## src/rtl/counter_pkg.sv

```systemverilog
// Shared encodings for the timer subsystem: count-source selects and count modes.
package counter_pkg;

  typedef enum logic [1:0] {
    EDGE_RISE    = 2'b00,
    EDGE_FALL    = 2'b01,
    EDGE_BOTH    = 2'b10,
    EDGE_CASCADE = 2'b11
  } edge_sel_e;

  localparam logic MODE_NORMAL = 1'b0;
  localparam logic MODE_CTC    = 1'b1;

endpackage

```

## src/rtl/sync_edge_detect.sv

```systemverilog
// Synchroniser for an asynchronous input plus history flop; emits registered
// one-cycle rise/fall pulses once the pipeline holds only post-reset samples.
module sync_edge_detect #(
  parameter int SYNC_STAGES = 2
) (
  input  logic i_clk,
  input  logic i_rst_n,
  input  logic i_async,
  output logic o_rise,
  output logic o_fall
);

  logic [SYNC_STAGES-1:0] r_sync;
  logic                   r_hist;
  logic [SYNC_STAGES:0]   r_arm;
  logic                   w_sync_out;

  assign w_sync_out = r_sync[SYNC_STAGES-1];

  // r_arm keeps a level held through reset from looking like an edge on release
  always_ff @(posedge i_clk) begin
    if (!i_rst_n) begin
      r_sync <= '0;
      r_hist <= 1'b0;
      r_arm  <= '0;
      o_rise <= 1'b0;
      o_fall <= 1'b0;
    end else begin
      r_sync <= {r_sync[SYNC_STAGES-2:0], i_async};
      r_hist <= w_sync_out;
      r_arm  <= {r_arm[SYNC_STAGES-1:0], 1'b1};
      o_rise <= r_arm[SYNC_STAGES] &  w_sync_out & ~r_hist;
      o_fall <= r_arm[SYNC_STAGES] & ~w_sync_out &  r_hist;
    end
  end

endmodule

```

## src/rtl/edge_timer_counter.sv

```systemverilog
// Edge/cascade driven timer with normal and clear-on-compare-A modes, load and
// clear, and registered one-cycle overflow/match event pulses.
module edge_timer_counter
  import counter_pkg::*;
#(
  parameter int BIT_WIDTH   = 8,
  parameter int SYNC_STAGES = 2
) (
  input  logic                 CounterClock,
  input  logic                 CounterReset_n,
  input  logic                 TcIn,
  input  logic                 CascadeTick,
  input  logic [1:0]           CounterEdge,
  input  logic                 CountEnable,
  input  logic                 CtcMode,
  input  logic                 counterClear,
  input  logic                 LoadEn,
  input  logic [BIT_WIDTH-1:0] LoadValue,
  input  logic [BIT_WIDTH-1:0] CompareA,
  input  logic [BIT_WIDTH-1:0] CompareB,
  output logic [BIT_WIDTH-1:0] Count,
  output logic                 Overflow,
  output logic                 MatchA,
  output logic                 MatchB
);

  localparam logic [BIT_WIDTH-1:0] ALL_ONES = {BIT_WIDTH{1'b1}};

  logic                 w_rise;
  logic                 w_fall;
  logic                 w_src;
  logic                 w_ev;
  logic                 w_hit_a;
  logic [BIT_WIDTH-1:0] r_count;
  logic                 r_ovf;
  logic                 r_match_a;
  logic                 r_match_b;

  function automatic logic [BIT_WIDTH-1:0] f_next_count(
    input logic [BIT_WIDTH-1:0] cur,
    input logic                 ctc,
    input logic                 hit_a
  );
    if (ctc == MODE_CTC && hit_a) return '0;
    return cur + BIT_WIDTH'(1);
  endfunction

  sync_edge_detect #(
    .SYNC_STAGES(SYNC_STAGES)
  ) u_sync_edge (
    .i_clk   (CounterClock),
    .i_rst_n (CounterReset_n),
    .i_async (TcIn),
    .o_rise  (w_rise),
    .o_fall  (w_fall)
  );

  always_comb begin
    w_src = 1'b0;
    case (edge_sel_e'(CounterEdge))
      EDGE_RISE:    w_src = w_rise;
      EDGE_FALL:    w_src = w_fall;
      EDGE_BOTH:    w_src = w_rise | w_fall;
      EDGE_CASCADE: w_src = CascadeTick;
      default:      w_src = 1'b0;
    endcase
  end

  assign w_ev    = w_src & CountEnable;
  assign w_hit_a = (r_count == CompareA);

  // Clear and load win over the event and swallow it together with its pulses
  always_ff @(posedge CounterClock) begin
    if (!CounterReset_n) begin
      r_count   <= '0;
      r_ovf     <= 1'b0;
      r_match_a <= 1'b0;
      r_match_b <= 1'b0;
    end else begin
      r_ovf     <= 1'b0;
      r_match_a <= 1'b0;
      r_match_b <= 1'b0;
      if (counterClear) begin
        r_count <= '0;
      end else if (LoadEn) begin
        r_count <= LoadValue;
      end else if (w_ev) begin
        r_ovf     <= (r_count == ALL_ONES);
        r_match_a <= w_hit_a;
        r_match_b <= (r_count == CompareB);
        r_count   <= f_next_count(r_count, CtcMode, w_hit_a);
      end
    end
  end

  assign Count    = r_count;
  assign Overflow = r_ovf;
  assign MatchA   = r_match_a;
  assign MatchB   = r_match_b;

endmodule

```

## config.mk

```make
export PLATFORM = sky130hd
export DESIGN_NAME = edge_timer_counter
export DESIGN_NICKNAME = d
export VERILOG_FILES = /design/src/rtl/counter_pkg.sv /design/src/rtl/sync_edge_detect.sv /design/src/rtl/edge_timer_counter.sv
export SDC_FILE = /design/constraint.sdc
export NUM_CORES = 1
export LEC_CHECK = 0
export BUFFER_PORTS_ARGS = -buffer_cell sky130_fd_sc_hd__buf_2
export CORE_MARGIN = 3
export CORE_UTILIZATION = 42
export DETAILED_ROUTE_END_ITERATION = 10
export PLACE_DENSITY = 0.71
export REMOVE_ABC_BUFFERS = 1
export SETUP_SLACK_MARGIN = 0.5
export SLEW_MARGIN = 20
export SYNTH_ARGS = -nofsm -noshare
export SYNTH_HDL_FRONTEND = slang
export SYNTH_SLANG_ARGS = --single-unit
```

## constraint.sdc

```tcl
create_clock -name CounterClock -period 2.1 [get_ports CounterClock]
set_input_delay 0.315 -clock CounterClock [delete_from_list [all_inputs] [get_ports CounterClock]]
set_output_delay 0.315 -clock CounterClock [all_outputs]
set_load 0.01 [all_outputs]
```

Word level (Yosys, flattened, before mapping)

Cells that the tools add are included.

Memories kept: 0
Memory bits (read-only): 0
Output and inout bits: 11
Word-level logic and storage cells: 43
Memory bits (writable): 0
Input port bits: 34
Bits in latches: 0
Register bits: 19

Div/mod/pow operators: 0
Multiply operators: 0
Magnitude comparators: 0
Bitwise operators: 10
Reductions and logical operators: 5
$add $sub $neg: 1
Shift-type cells: 0
Equal/unequal tests: 6
Muxes and demuxes: 11

Operators with widths:

| cell                | count |
|---|---|
| $mux 8              | 4 |
| $eq 8x8->1          | 2 |
| $add 8x1->8 const B | 1 |
| $eq 8x8->1 const B  | 1 |
| $mux 1              | 6 |
| $and 1x1->1         | 5 |
| $eq 2x2->1 const B  | 2 |
| $not 1->1           | 4 |
| $pmux 1 s4          | 1 |
| $reduce_or 4->1     | 1 |
| $eq 2x1->1 const B  | 1 |
| $logic_not 2->1     | 1 |
| $reduce_bool 2->1   | 1 |
| $reduce_or 2->1     | 1 |
| $logic_and 1x1->1   | 1 |
| $or 1x1->1          | 1 |

Logic depth before layout (Yosys ltp)

Gate-level depths: netlist (run 1).

Word-level depth: 10
Depth in mapped cells: 6
Gate-level depth less buffers: 5

Hierarchy

A second synthesis (run 1) with hierarchy kept.

Cells, all modules: 125
Area, all modules: 1103.6 um^2

Modules (own cells, without submodules):

| module             | times used | area each (um^2) | seq. area each (um^2) | cells each |
|---|---|---|---|---|
| edge_timer_counter | 1          | 885.8            | 220.2                 | 110 |
| sync_edge_detect   | 1          | 217.7            | 160.2                 | 15 |

Least setup slack after synthesis (run 1)

Ideal clock, no wire load.

Path kind: register to register
From: register r_count[0] (netlist: Count[0])
To: register r_count[6] (netlist: Count[6])
Cell stages (with the launch flop): 7
Buffers on the path: 2
Required time: 1.962 ns
Setup slack: 0.640 ns
Period minus slack after synthesis: 1.460 ns
Setup time: 0.138 ns
Arrival time: 1.322 ns
Path through: dfxtp_1 buf_2 xor2_1 nor4_1 and3_1 buf_6 o32ai_1

Longest elaborated chain between the ends: 10
Elaborated cells on any way between the ends: 11
Classes of those cells: add/sub (1); eq/ne (1); mux (8); reduce/logical (1)

Ends and longest elaborated chain:

| element                | RTL line                 | source |
|---|---|---|
| from (decl)            | edge_timer_counter.sv:34 | `logic [BIT_WIDTH-1:0] r_count;` |
| from (signal assigned) | edge_timer_counter.sv:86 | `r_count <= LoadValue;` |
| from (signal assigned) | edge_timer_counter.sv:91 | `r_count <= f_next_count(r_count, CtcMode, w_hit_a);` |
| $eq 8x8->1             | edge_timer_counter.sv:70 | `assign w_hit_a = (r_count == CompareA);` |
| $logic_and 1x1->1      | edge_timer_counter.sv:44 | `if (ctc == MODE_CTC && hit_a) return '0;` |
| $mux 1                 | edge_timer_counter.sv:44 |  |
| $mux 1                 | edge_timer_counter.sv:87 | `end else if (w_ev) begin` |
| $mux 1                 | edge_timer_counter.sv:85 | `end else if (LoadEn) begin` |
| $mux 1                 | edge_timer_counter.sv:83 | `if (counterClear) begin` |
| $mux 1                 | edge_timer_counter.sv:74 | `if (!CounterReset_n) begin` |
| $mux 8 *               | edge_timer_counter.sv:45 | `return cur + BIT_WIDTH'(1);` |
| $mux 8 *               | edge_timer_counter.sv:87 |  |
| $mux 8 *               | edge_timer_counter.sv:85 |  |

Every way passes the cells marked *; elsewhere a longest branch is shown, timed or not. The select of a mux whose other input is x is not followed.
A chain may end at the register's enable or synchronous reset.

Final worst setup path (run 1)

From: register u_sync_edge.o_fall
To: register r_count[5] (netlist: Count[5])

Longest elaborated chain between the ends: 4

Ends and longest elaborated chain:

| element                       | RTL line                 | source |
|---|---|---|
| from (decl)                   | sync_edge_detect.sv:10   | `output logic o_fall` |
| from (signal assigned)        | sync_edge_detect.sv:33   | `o_fall <= r_arm[SYNC_STAGES] & ~w_sync_out & r_hist;` |
| $or 1x1->1                    | edge_timer_counter.sv:63 | `EDGE_BOTH: w_src = w_rise \| w_fall;` |
| $pmux 1 s4 *                  | edge_timer_counter.sv:60 | `case (edge_sel_e'(CounterEdge))` |
| $and 1x1->1 *                 | edge_timer_counter.sv:69 | `assign w_ev = w_src & CountEnable;` |
| $reduce_bool 2->1 (no line) * | n/a                      |  |

Every way passes the cells marked *; elsewhere a longest branch is shown, timed or not.

==> flow_metrics.tcl, run 1 <==
set metrics [dict create \
    dr_total_vias 1003 \
    drt-initial-drc-count 25 \
    grt_usage_pct 17.2 \
    yosysUniqueCellTypes 30 \
    rrSetupSlack_ns 0.61 \
    fin_skew_ns 0.00251 \
    fmax_ghz 0.669 \
    dpl_cell_area_sq_um 1300 \
    cts.root.buffer_cell "clkbuf_4" \
    antenna_found_initial 0 \
    drv_cap 0 \
    holdPathEnd "u_sync_edge.r_arm[0]$_DFF_P_" \
    final_common_cell "buf_2" \
    via_per_inst 5.34 \
    cts_tree "built" \
    rows 17 \
    finalSetupTns_ns 0 \
    setup_viol 0 \
    diodes 0 \
    post_route_cells_drive_above_1_share_pct 35.6 \
    synthesis.instances 117 \
    nets 196 \
    io_buffers 44 \
    syn_area_sq_um 1080 \
    ys_ff_latch 19 \
    worstPathMaxFanout 11 \
    dp_hpwl_mm 2.08 \
    holdPathStages 1 \
    cp.arrival_ns 1.70 \
    wl_per_cell_microns 14.1 \
    whs_ns 0.198 \
    htree_levels 1 \
    synth_seq_area_share_pct 35.1 \
    p_leak_nw 0.603 \
    die_h_microns 56.8 \
    ant_nets 0 \
    endpoint_kind "flop" \
    cts_buffers 3 \
    r2r-start "u_sync_edge.o_fall$_SDFF_PN0_" \
    core_area_sq_um 2340 \
    min_period_ns 1.49 \
    wl_mm 2.66 \
    grt_pass1_vias 951 \
    synth_area_per_cell_sq_um 9.27 \
    die_area_sq_um 3230 \
    finalHoldViolCount 0 \
    path_class "reg2reg" \
    outcome "complete, no violations" \
    rsz0062_at_grt "no" \
    slew_violations 0 \
    yosysTopAreaCell "dfxtp_1" \
    r2r_cells 4 \
    grt_max_degree 20 \
    syn_to_final_growth_pct 24.3 \
    io_pins 45 \
    slew_headroom_pct 71.4 \
    clock_latency_ns 0.30 \
    start_util_pct 46.4 \
    clkTransAtPathRegs_ns 0.11 \
    ir_drop_v 0.000366 \
    gp_congestion 0.843 \
    first_pass_iters 4 \
    die_w_microns 56.8 \
    clockBufferDepth 2 \
    clock-sinks 19 \
    overflow 0 \
    synthTopCellsByArea "dfxtp_1, xor2_1, xnor2_1, a2bb2oi_1, o32ai_1" \
    worst_slew_pin_slew_ns 0.428 \
    grt_pass1_wl_mm 4.37 \
    critPathRequiredTime_ns 2.30 \
    worstReg2RegEnd "Count[5]$_SDFFE_PP0P_" \
    drc 0 \
    fin_crit_sh_pct 71.2 \
    synth_top_cell_area_share_pct 35.1 \
    hp-start "CounterReset_n" \
    min_path_type "in2reg" \
    power_density_nw_per_um2 507 \
    most-common-layout-cells "buf_2, dfxtp_1, xor2_1" \
    yosys_warnings 0 \
    worstSetupStartpointType "flop" \
    power_mw 0.683 \
    finalInstanceArea_sq_um 1350 \
]
-- stage by stage --
stage	util [%]	setup slack (ns)	std cells
final	57.6	0.605	188
after global routing	57.6	0.507	188
after CTS	56.9	0.508	188
after detailed placement	55.7	0.361	184
after global placement	55.7	0.459	184
after floorplan	-	0.664	107
-- layout make-up --
class | instances | area [sq um]
clock buffer | 4 | 26.3
fill | 226 | 991
inverter | 1 | 3.75
multi-input combinational | 87 | 643
sequential | 19 | 383
tap | 28 | 35.0
timing repair buffer | 49 | 258
-- flip-flops by register name (all words and copies together), names as in the netlist --
| name | flops |
|---|---|
| MatchA | 1 |
| u_sync_edge.o_fall | 1 |
| u_sync_edge.r_sync | 2 |
| Overflow | 1 |
| u_sync_edge.r_hist | 1 |
| u_sync_edge.r_arm | 3 |
| Count | 8 |
| MatchB | 1 |
| u_sync_edge.o_rise | 1 |
-- worst max path at each step --
stage                                   from                     to  slack, ns  depth (start not counted)
2_1_floorplan          Count[0]$_SDFFE_PP0P_  Count[6]$_SDFFE_PP0P_       0.66                          4
3_3_place_gp                  CounterEdge[0]  Count[6]$_SDFFE_PP0P_       0.46                          5
6_report       u_sync_edge.o_fall$_SDFF_PN0_  Count[5]$_SDFFE_PP0P_       0.61                          4
3_5_place_dp                  CounterEdge[0]  Count[5]$_SDFFE_PP0P_       0.36                          5
5_1_grt                Count[0]$_SDFFE_PP0P_  Count[6]$_SDFFE_PP0P_       0.51                          5
4_1_cts        u_sync_edge.o_fall$_SDFF_PN0_  Count[5]$_SDFFE_PP0P_       0.51                          4
-- critical path: stages, from the launching register on --
cell and delay (ns):
dfxtp_1 0.34, mux2i_1 0.10, o211ai_4 0.37, nand2_1 0.25, o32ai_1 0.33
-- power by group --
| part | total [mW] | internal (mW) | switching (mW) |
|---|---|---|---|
| clock network | 0.185 | 0.0740 | 0.112 |
| logic | 0.119 | 0.0632 | 0.0557 |
| registers | 0.379 | 0.371 | 0.00811 |
-- cell usage after synthesis, drive strengths merged --
| master | instances |
|---|---|
| nor2b | 1 |
| o21ai | 1 |
| dfxtp | 19 |
| nor3 | 3 |
| o32ai | 7 |
| nor4 | 2 |
| xor2 | 12 |
| nand2b | 6 |
| inv | 1 |
| buf | 8 |
| clkbuf | 2 |
| nand2 | 9 |
| nor2 | 2 |
| o41a | 1 |
| a2bb2oi | 7 |
| o211ai | 1 |
| mux2i | 1 |
| ha | 1 |
| and2 | 5 |
| xnor2 | 10 |
| nand3b | 1 |
| nor3b | 2 |
| or2b | 3 |
| nand3 | 5 |
| nand4 | 2 |
| and3 | 4 |
| nand4b | 1 |
-- routing by layer --
layer / routed length (microns) / global-route usage [%] / up-vias
met1: 1040 / 19.7 / 477
met3: 108 / 4.14 / 4
met4: 23 / 4.97 / 0
met2: 1490 / 31.2 / 27
met5: 0 / 0 / -
li1: - / - / 495
-- kinds of logic (layout without fill, tap and decap cells) --
logic type | after synthesis | count (layout) | synth area share (%)
xor gates and xnor gates | 22 | 22 | 17.8
muxes | 1 | 1 | 0.923
adders and majority gates | 1 | 1 | 1.15
buffers and inverters | 11 | 54 | 7.15
AOI/OAI and AO/OA | 17 | 17 | 14.0
and+or+nand+nor | 46 | 46 | 24.0
DFF | 19 | 19 | 35.1
-- timing repair --
item | 4_1_cts | 5_1_grt
buffers inserted | 0 | 0
endpoints found under the setup margin | 8 | 8
gates resized for setup | 1 | 4
hold buffers | 0 | 0
No activity file was read; power rests on OpenSTA's default activity.
==> run 2, diff against run 1 <==
--- a/config.mk
+++ b/config.mk
@@ -5,11 +5,12 @@
 export SDC_FILE = /design/constraint.sdc
 export NUM_CORES = 1
 export LEC_CHECK = 0
+export ABC_AREA = 1
 export BUFFER_PORTS_ARGS = -buffer_cell sky130_fd_sc_hd__buf_2
 export CORE_MARGIN = 3
 export CORE_UTILIZATION = 42
 export DETAILED_ROUTE_END_ITERATION = 10
-export PLACE_DENSITY = 0.71
+export PLACE_DENSITY = 0.73
 export REMOVE_ABC_BUFFERS = 1
 export SETUP_SLACK_MARGIN = 0.5
 export SLEW_MARGIN = 20
==> constraint.sdc (replaced) <==
create_clock -name CounterClock -period 1.3 [get_ports CounterClock]
set_input_delay 0.195 -clock CounterClock [delete_from_list [all_inputs] [get_ports CounterClock]]
set_output_delay 0.195 -clock CounterClock [all_outputs]
set_load 0.01 [all_outputs]
==> run 2 against run 1 <==
The run now ends with negative setup slack left. First-iteration DRC count increased by 80%. Power increased by 78%. Sequential cell count unchanged. Clock power increased by 78%. Sequential power increased by 60%. Non-clock buffer count increased by 17. Setup slack got worse by 0.61 ns. Worst hold slack got worse by 0.14 ns. Combinational power increased by 140%. Die area increased by 10%. Design area increased by 35%. Critical path depth increased by 4. Critical endpoint is now Count[6]$_SDFFE_PP0P_.
==> flow_metrics.tcl, run 2 <==
set metrics [dict create \
    outcome "complete, but fails checks" \
    violations "negative setup slack" \
    gp_congestion 0.875 \
    fin_ws_ns -0.00214 \
    endpoint_kind "flop" \
    post_route_cells_drive_above_1_share_pct 47.3 \
    final_cells 273 \
    worstSetupStartpointType "flop" \
    critical-path-max-stage-delay_ns 0.39 \
    most-common-layout-cells "nand2_1, buf_2, inv_1" \
    crit_chain "inv_1 > nand2_1 > nand2_1 > nand2_2 > nor2_4 > nand3_4 > nand3_1 > a21oi_1" \
    utilization_pct 69.7 \
    p_leak_nw 0.950 \
    clock-sinks 19 \
    ant_nets 0 \
    yosysTopAreaCell "dfxtp_1" \
    synthesis.instances 178 \
    finalHoldViolCount 0 \
    drt-initial-drc-count 45 \
    yosysUniqueCellTypes 26 \
    path_class "reg2reg" \
    switchingPower_mw 0.374 \
    worstPathMaxFanout 8 \
    fmax_ghz 0.768 \
    finalSetupTns_ns -0.00214 \
    largest_reg_flops 8 \
    crit_top_cell "nand2_1" \
    r2r_cells 8 \
    async_flop_share_pct 0 \
    finalInstanceArea_sq_um 1820 \
    r2r-start "Count[1]$_SDFFE_PP0P_" \
    synth_common_cells "nand2_1, inv_1, dfxtp_1" \
    final_common_cell "nand2_1" \
    wl_mm 3.36 \
    cts_buffers 3 \
    intPower_mw 0.845 \
    clockBufferDepth 2 \
    seqPwrFrac_pct 49.7 \
    dpl_cell_area_sq_um 1510 \
    min_path_type "in2reg" \
    slew_headroom_pct 84.5 \
    endpoint "Count[6]$_SDFFE_PP0P_" \
    core_area_sq_um 2610 \
    grt_usage_pct 17.3 \
    setup_viol 1 \
    io_pins 45 \
    synthFlopType "dfxtp_1" \
    die_area_sq_um 3570 \
    worst_slew_pin_slew_ns 0.232 \
    die_w_microns 59.7 \
    dr_total_vias 1294 \
    drv_cap 0 \
    clkTransAtPathRegs_ns 0.13 \
    cp-startpoint "Count[1]$_SDFFE_PP0P_" \
    place_ws_ns 0.00353 \
    cts.root.buffer_cell "clkbuf_4" \
    diodes 0 \
    first_pass_iters 4 \
    dp_hpwl_mm 2.21 \
    worstReg2RegEnd "Count[6]$_SDFFE_PP0P_" \
    slew_violations 0 \
    syn_to_final_growth_pct 50.3 \
    synth_most_common_cell "nand2_1" \
    ir_drop_v 0.000573 \
    grt_max_degree 12 \
    grt_pass1_wl_mm 4.63 \
    rrSetupSlack_ns -0.002 \
    wl_per_cell_microns 12.3 \
    switching_share_pct 30.7 \
    grt_pass1_vias 1091 \
    cp.arrival_ns 1.52 \
    synthTopCellsByArea "dfxtp_1, nand2_1, inv_1, xnor2_1, nand3_1" \
    io_buffers 44 \
    dpl.cell_count 257 \
    synth_top_cell_area_share_pct 31.4 \
    nets 279 \
    die_h_microns 59.7 \
    hold_buffers 0 \
    crit_slowest_cell "dfxtp_4" \
    min_period_ns 1.30 \
    synth_edf_count 0 \
    whs_ns 0.0614 \
    via_per_inst 4.74 \
    syn_area_sq_um 1210 \
    rsz0062_at_grt "yes" \
    power_density_nw_per_um2 669 \
    drc 0 \
    start_util_pct 46.4 \
    critPathRequiredTime_ns 1.52 \
    fin_crit_sh_pct 100 \
    antenna_found_initial 0 \
    cts_tree "built" \
    clkPwrFrac_pct 27.0 \
    synth_seq_area_share_pct 31.4 \
    rows 18 \
    htree_levels 1 \
    pwr-share-comb_pct 23.2 \
    power_mw 1.22 \
    clock_latency_ns 0.32 \
    fin_skew_ns 0.0135 \
    ys_ff_latch 19 \
    overflow 0 \
    synth_area_per_cell_sq_um 6.81 \
    yosys_warnings 0 \
]
## run 2: kinds of logic (layout without fill, tap and decap cells)
| kind of cell | Yosys count | count (layout) | share of synthesized area [%] |
|---|---|---|---|
| compound gates | 12 | 12 | 5.26 |
| xor+xnor | 14 | 14 | 10.7 |
| fa+ha+maj | 1 | 1 | 1.03 |
| buf+inv | 38 | 103 | 13.5 |
| flops | 19 | 19 | 31.4 |
| simple gates | 94 | 94 | 38.1 |
## run 2: worst min-delay path by stage
stage | startpoint | to | cells past startpoint
after floorplan | CounterReset_n | u_sync_edge.r_arm[0]$_DFF_P_ | 0
after global placement | TcIn | u_sync_edge.r_sync[0]$_SDFF_PN0_ | 3
after detailed placement | TcIn | u_sync_edge.r_sync[0]$_SDFF_PN0_ | 3
after CTS | TcIn | u_sync_edge.r_sync[0]$_SDFF_PN0_ | 3
after global routing | TcIn | u_sync_edge.r_sync[0]$_SDFF_PN0_ | 3
final | TcIn | u_sync_edge.r_sync[0]$_SDFF_PN0_ | 3
## run 2: layout make-up
cell class / count / area [sq um]
Timing Repair Buffer: 66 / 458
Multi-Input combinational cell: 121 / 766
Clock inverter: 1 / 5.00
Inverter: 33 / 124
Fill cell: 210 / 791
Sequential cell: 19 / 409
Tap cell: 30 / 37.5
Clock buffer: 3 / 22.5
## run 2: worst max-delay path: cells and delay by family, from the launching register on
kind                   cells  cell delay (ns)
AOI/OAI and AO/OA          1             0.07
DFF                        1             0.39
buffers and inverters      1             0.08
and+or+nand+nor            6             0.67
## run 2: timing repair
| action | in CTS | in global routing |
|---|---|---|
| pin swaps | 6 | 17 |
| resized for setup | 25 | 30 |
| endpoints found under the setup margin | 22 | 22 |
| setup buffers | 4 | 8 |
## run 2: power groups by stage
stage / clock network (mW) / registers, mW / logic (mW)
2_1_floorplan: 0 / 0.633 / 0.107
3_3_place_gp: 0 / 0.625 / 0.223
3_5_place_dp: 0 / 0.626 / 0.225
4_1_cts: 0.317 / 0.606 / 0.243
5_1_grt: 0.338 / 0.609 / 0.310
6_report: 0.329 / 0.606 / 0.283
## run 2: per-layer routing
metal  GRT usage, %  vias up  share of wire (%)
met1           21.8      573                 44
li1               -      672                  -
met3           3.02        5                5.1
met5              0        -                  0
met2           28.9       44                 49
met4           7.28        0                1.5
==> run 3, diff against run 2 <==
--- a/config.mk
+++ b/config.mk
@@ -8,9 +8,9 @@
 export ABC_AREA = 1
 export BUFFER_PORTS_ARGS = -buffer_cell sky130_fd_sc_hd__buf_2
 export CORE_MARGIN = 3
-export CORE_UTILIZATION = 42
+export CORE_UTILIZATION = 25
+export CTS_CLUSTER_DIAMETER = 100
 export DETAILED_ROUTE_END_ITERATION = 10
-export PLACE_DENSITY = 0.73
 export REMOVE_ABC_BUFFERS = 1
 export SETUP_SLACK_MARGIN = 0.5
 export SLEW_MARGIN = 20
==> run 3 against run 2 <==
The flow now finishes without violations. Worst hold slack gained 0.055 ns. First-iteration DRC count grew 24%. Non-clock buffer count is the same. Design area grew 3.1%. Routed wire length shrank 0.24%. Register-to-register slack gained 0.08 ns. Combinational power is essentially flat. Critical endpoint is now Count[4]$_SDFFE_PP0P_.
==> flow_metrics.tcl, run 3 (synthesis gave the netlist of run 2 again) <==
set metrics [dict create \
    ant_nets 0 \
    worstPathMaxFanout 8 \
    finalSetupTns_ns 0 \
    grt_pass1_vias 1134 \
    whs_ns 0.116 \
    fin_skew_ns 0.00748 \
    rows 24 \
    path_class "reg2reg" \
    dr_total_vias 1252 \
    drv_cap 0 \
    worstSetupStartpointType "flop" \
    dp_hpwl_mm 2.44 \
    utilization_pct 41.7 \
    worst_slew_pin_slew_ns 0.257 \
    drt-initial-drc-count 56 \
    wl_per_cell_microns 11.3 \
    power_density_nw_per_um2 699 \
    most-common-layout-cells "nand2_1, buf_2, inv_1" \
    core_area_sq_um 4500 \
    grt_max_degree 11 \
    setup_viol 0 \
    clkTransAtPathRegs_ns 0.08 \
    largest_reg_flops 8 \
    min_path_type "in2reg" \
    overflow 0 \
    grt_pass1_wl_mm 4.99 \
    finalInstanceArea_sq_um 1880 \
    rsz0062_at_grt "yes" \
    fin_crit_sh_pct 93.9 \
    crit_chain "xnor2_1 > nand2_1 > nor2_4 > nand3_4 > nand3_2 > a21oi_2" \
    final_common_cell "nand2_1" \
    critPathRequiredTime_ns 1.45 \
    worstReg2RegEnd "Count[4]$_SDFFE_PP0P_" \
    die_h_microns 75.6 \
    io_buffers 44 \
    switchingPower_mw 0.359 \
    p_leak_nw 0.929 \
    clkPwrFrac_pct 31.9 \
    cp_num_buf_inv 0 \
    clockBufferDepth 2 \
    first_pass_iters 4 \
    place_ws_ns 0.00212 \
    dpl_cell_area_sq_um 1530 \
    cp.depth 6 \
    slew_headroom_pct 82.8 \
    crit_slowest_cell "dfxtp_4" \
    rrSetupSlack_ns 0.08 \
    post_route_cells_drive_above_1_share_pct 50.4 \
    ir_drop_v 0.000342 \
    diodes 0 \
    critical-path-max-stage-delay_ns 0.38 \
    cts_buffers 3 \
    critical_path.top_delay_family "simple AND/OR/NAND/NOR gates" \
    endpoint "Count[4]$_SDFFE_PP0P_" \
    wl_mm 3.35 \
    die_area_sq_um 5720 \
    min_period_ns 1.22 \
    via_per_inst 4.23 \
    io_pins 45 \
    switching_share_pct 27.4 \
    htree_levels 1 \
    antenna_found_initial 0 \
    final_cells 296 \
    slew_violations 0 \
    r2r-start "Count[2]$_SDFFE_PP0P_" \
    fin_ws_ns 0.0792 \
    fmax_ghz 0.819 \
    nets 280 \
    start_util_pct 26.9 \
    cp-startpoint "Count[2]$_SDFFE_PP0P_" \
    endpoint_kind "flop" \
    syn_to_final_growth_pct 54.9 \
    cts.root.buffer_cell "clkbuf_8" \
    grt_usage_pct 11.9 \
    intPower_mw 0.954 \
    power_mw 1.31 \
    cp.arrival_ns 1.37 \
    pwr-share-comb_pct 21.7 \
    gp_congestion 0.776 \
    outcome "complete, no violations" \
    r2r_cells 6 \
    seqPwrFrac_pct 46.4 \
    clock-sinks 19 \
    drc 0 \
    clock_latency_ns 0.26 \
    cts_tree "built" \
    die_w_microns 75.6 \
    finalHoldViolCount 0 \
    dpl.cell_count 278 \
]
[run 3: cell types whose count changed in the layout (fill, tap and decap cells not counted), moves of 3 or more]
cell,previous run,this run
nand2_2,5,9
clkbuf_8,0,3
clkbuf_4,3,0
dfxtp_2,2,5
nand2_4,4,1
nand3_1,11,8
nand3_2,6,9
[run 3: metal layers]
layer	up-vias	track usage (%)	share of wire, %
met3	5	3.03	4.4
li1	671	-	-
met4	0	3.88	1.1
met2	29	20.9	52
met5	-	0	0
met1	547	14.0	43
[run 3: area by class of cell]
type / count / area [sq um]
tap: 52 / 65.1
fill: 453 / 2630
sequential: 19 / 405
timing repair buffer: 66 / 458
multi-input combinational: 122 / 781
inverter: 33 / 124
clock buffer: 4 / 45.0
[run 3: worst min path at each step]
stage	startpoint	to	slack, ns	cells past startpoint
after CTS	TcIn	u_sync_edge.r_sync[0]$_SDFF_PN0_	0.12	3
after detailed placement	TcIn	u_sync_edge.r_sync[0]$_SDFF_PN0_	0.38	3
after global routing	TcIn	u_sync_edge.r_sync[0]$_SDFF_PN0_	0.14	3
after floorplan	CounterReset_n	u_sync_edge.r_arm[0]$_DFF_P_	0.22	0
after global placement	TcIn	u_sync_edge.r_sync[0]$_SDFF_PN0_	0.38	3
final	TcIn	u_sync_edge.r_sync[0]$_SDFF_PN0_	0.12	3
[run 3: power groups by stage]
stage	Combinational [mW]	Clock, mW	Sequential, mW
after floorplan	0.107	0	0.633
after global placement	0.224	0	0.625
after detailed placement	0.225	0	0.625
after CTS	0.276	0.420	0.608
after global routing	0.315	0.439	0.611
final	0.285	0.419	0.609
[run 3: what timing repair did]
action,4_1_cts,5_1_grt
buffers inserted,11,2
endpoints found under the setup margin,22,22
gates cloned,1,0
hold buffers,0,0
pin swaps,16,7
resized for setup,46,10
[run 3: tightest hold or removal path, stage by stage]
cell	delay, ns
buf_2	0.07
nand2_1	0.04
inv_1	0.04
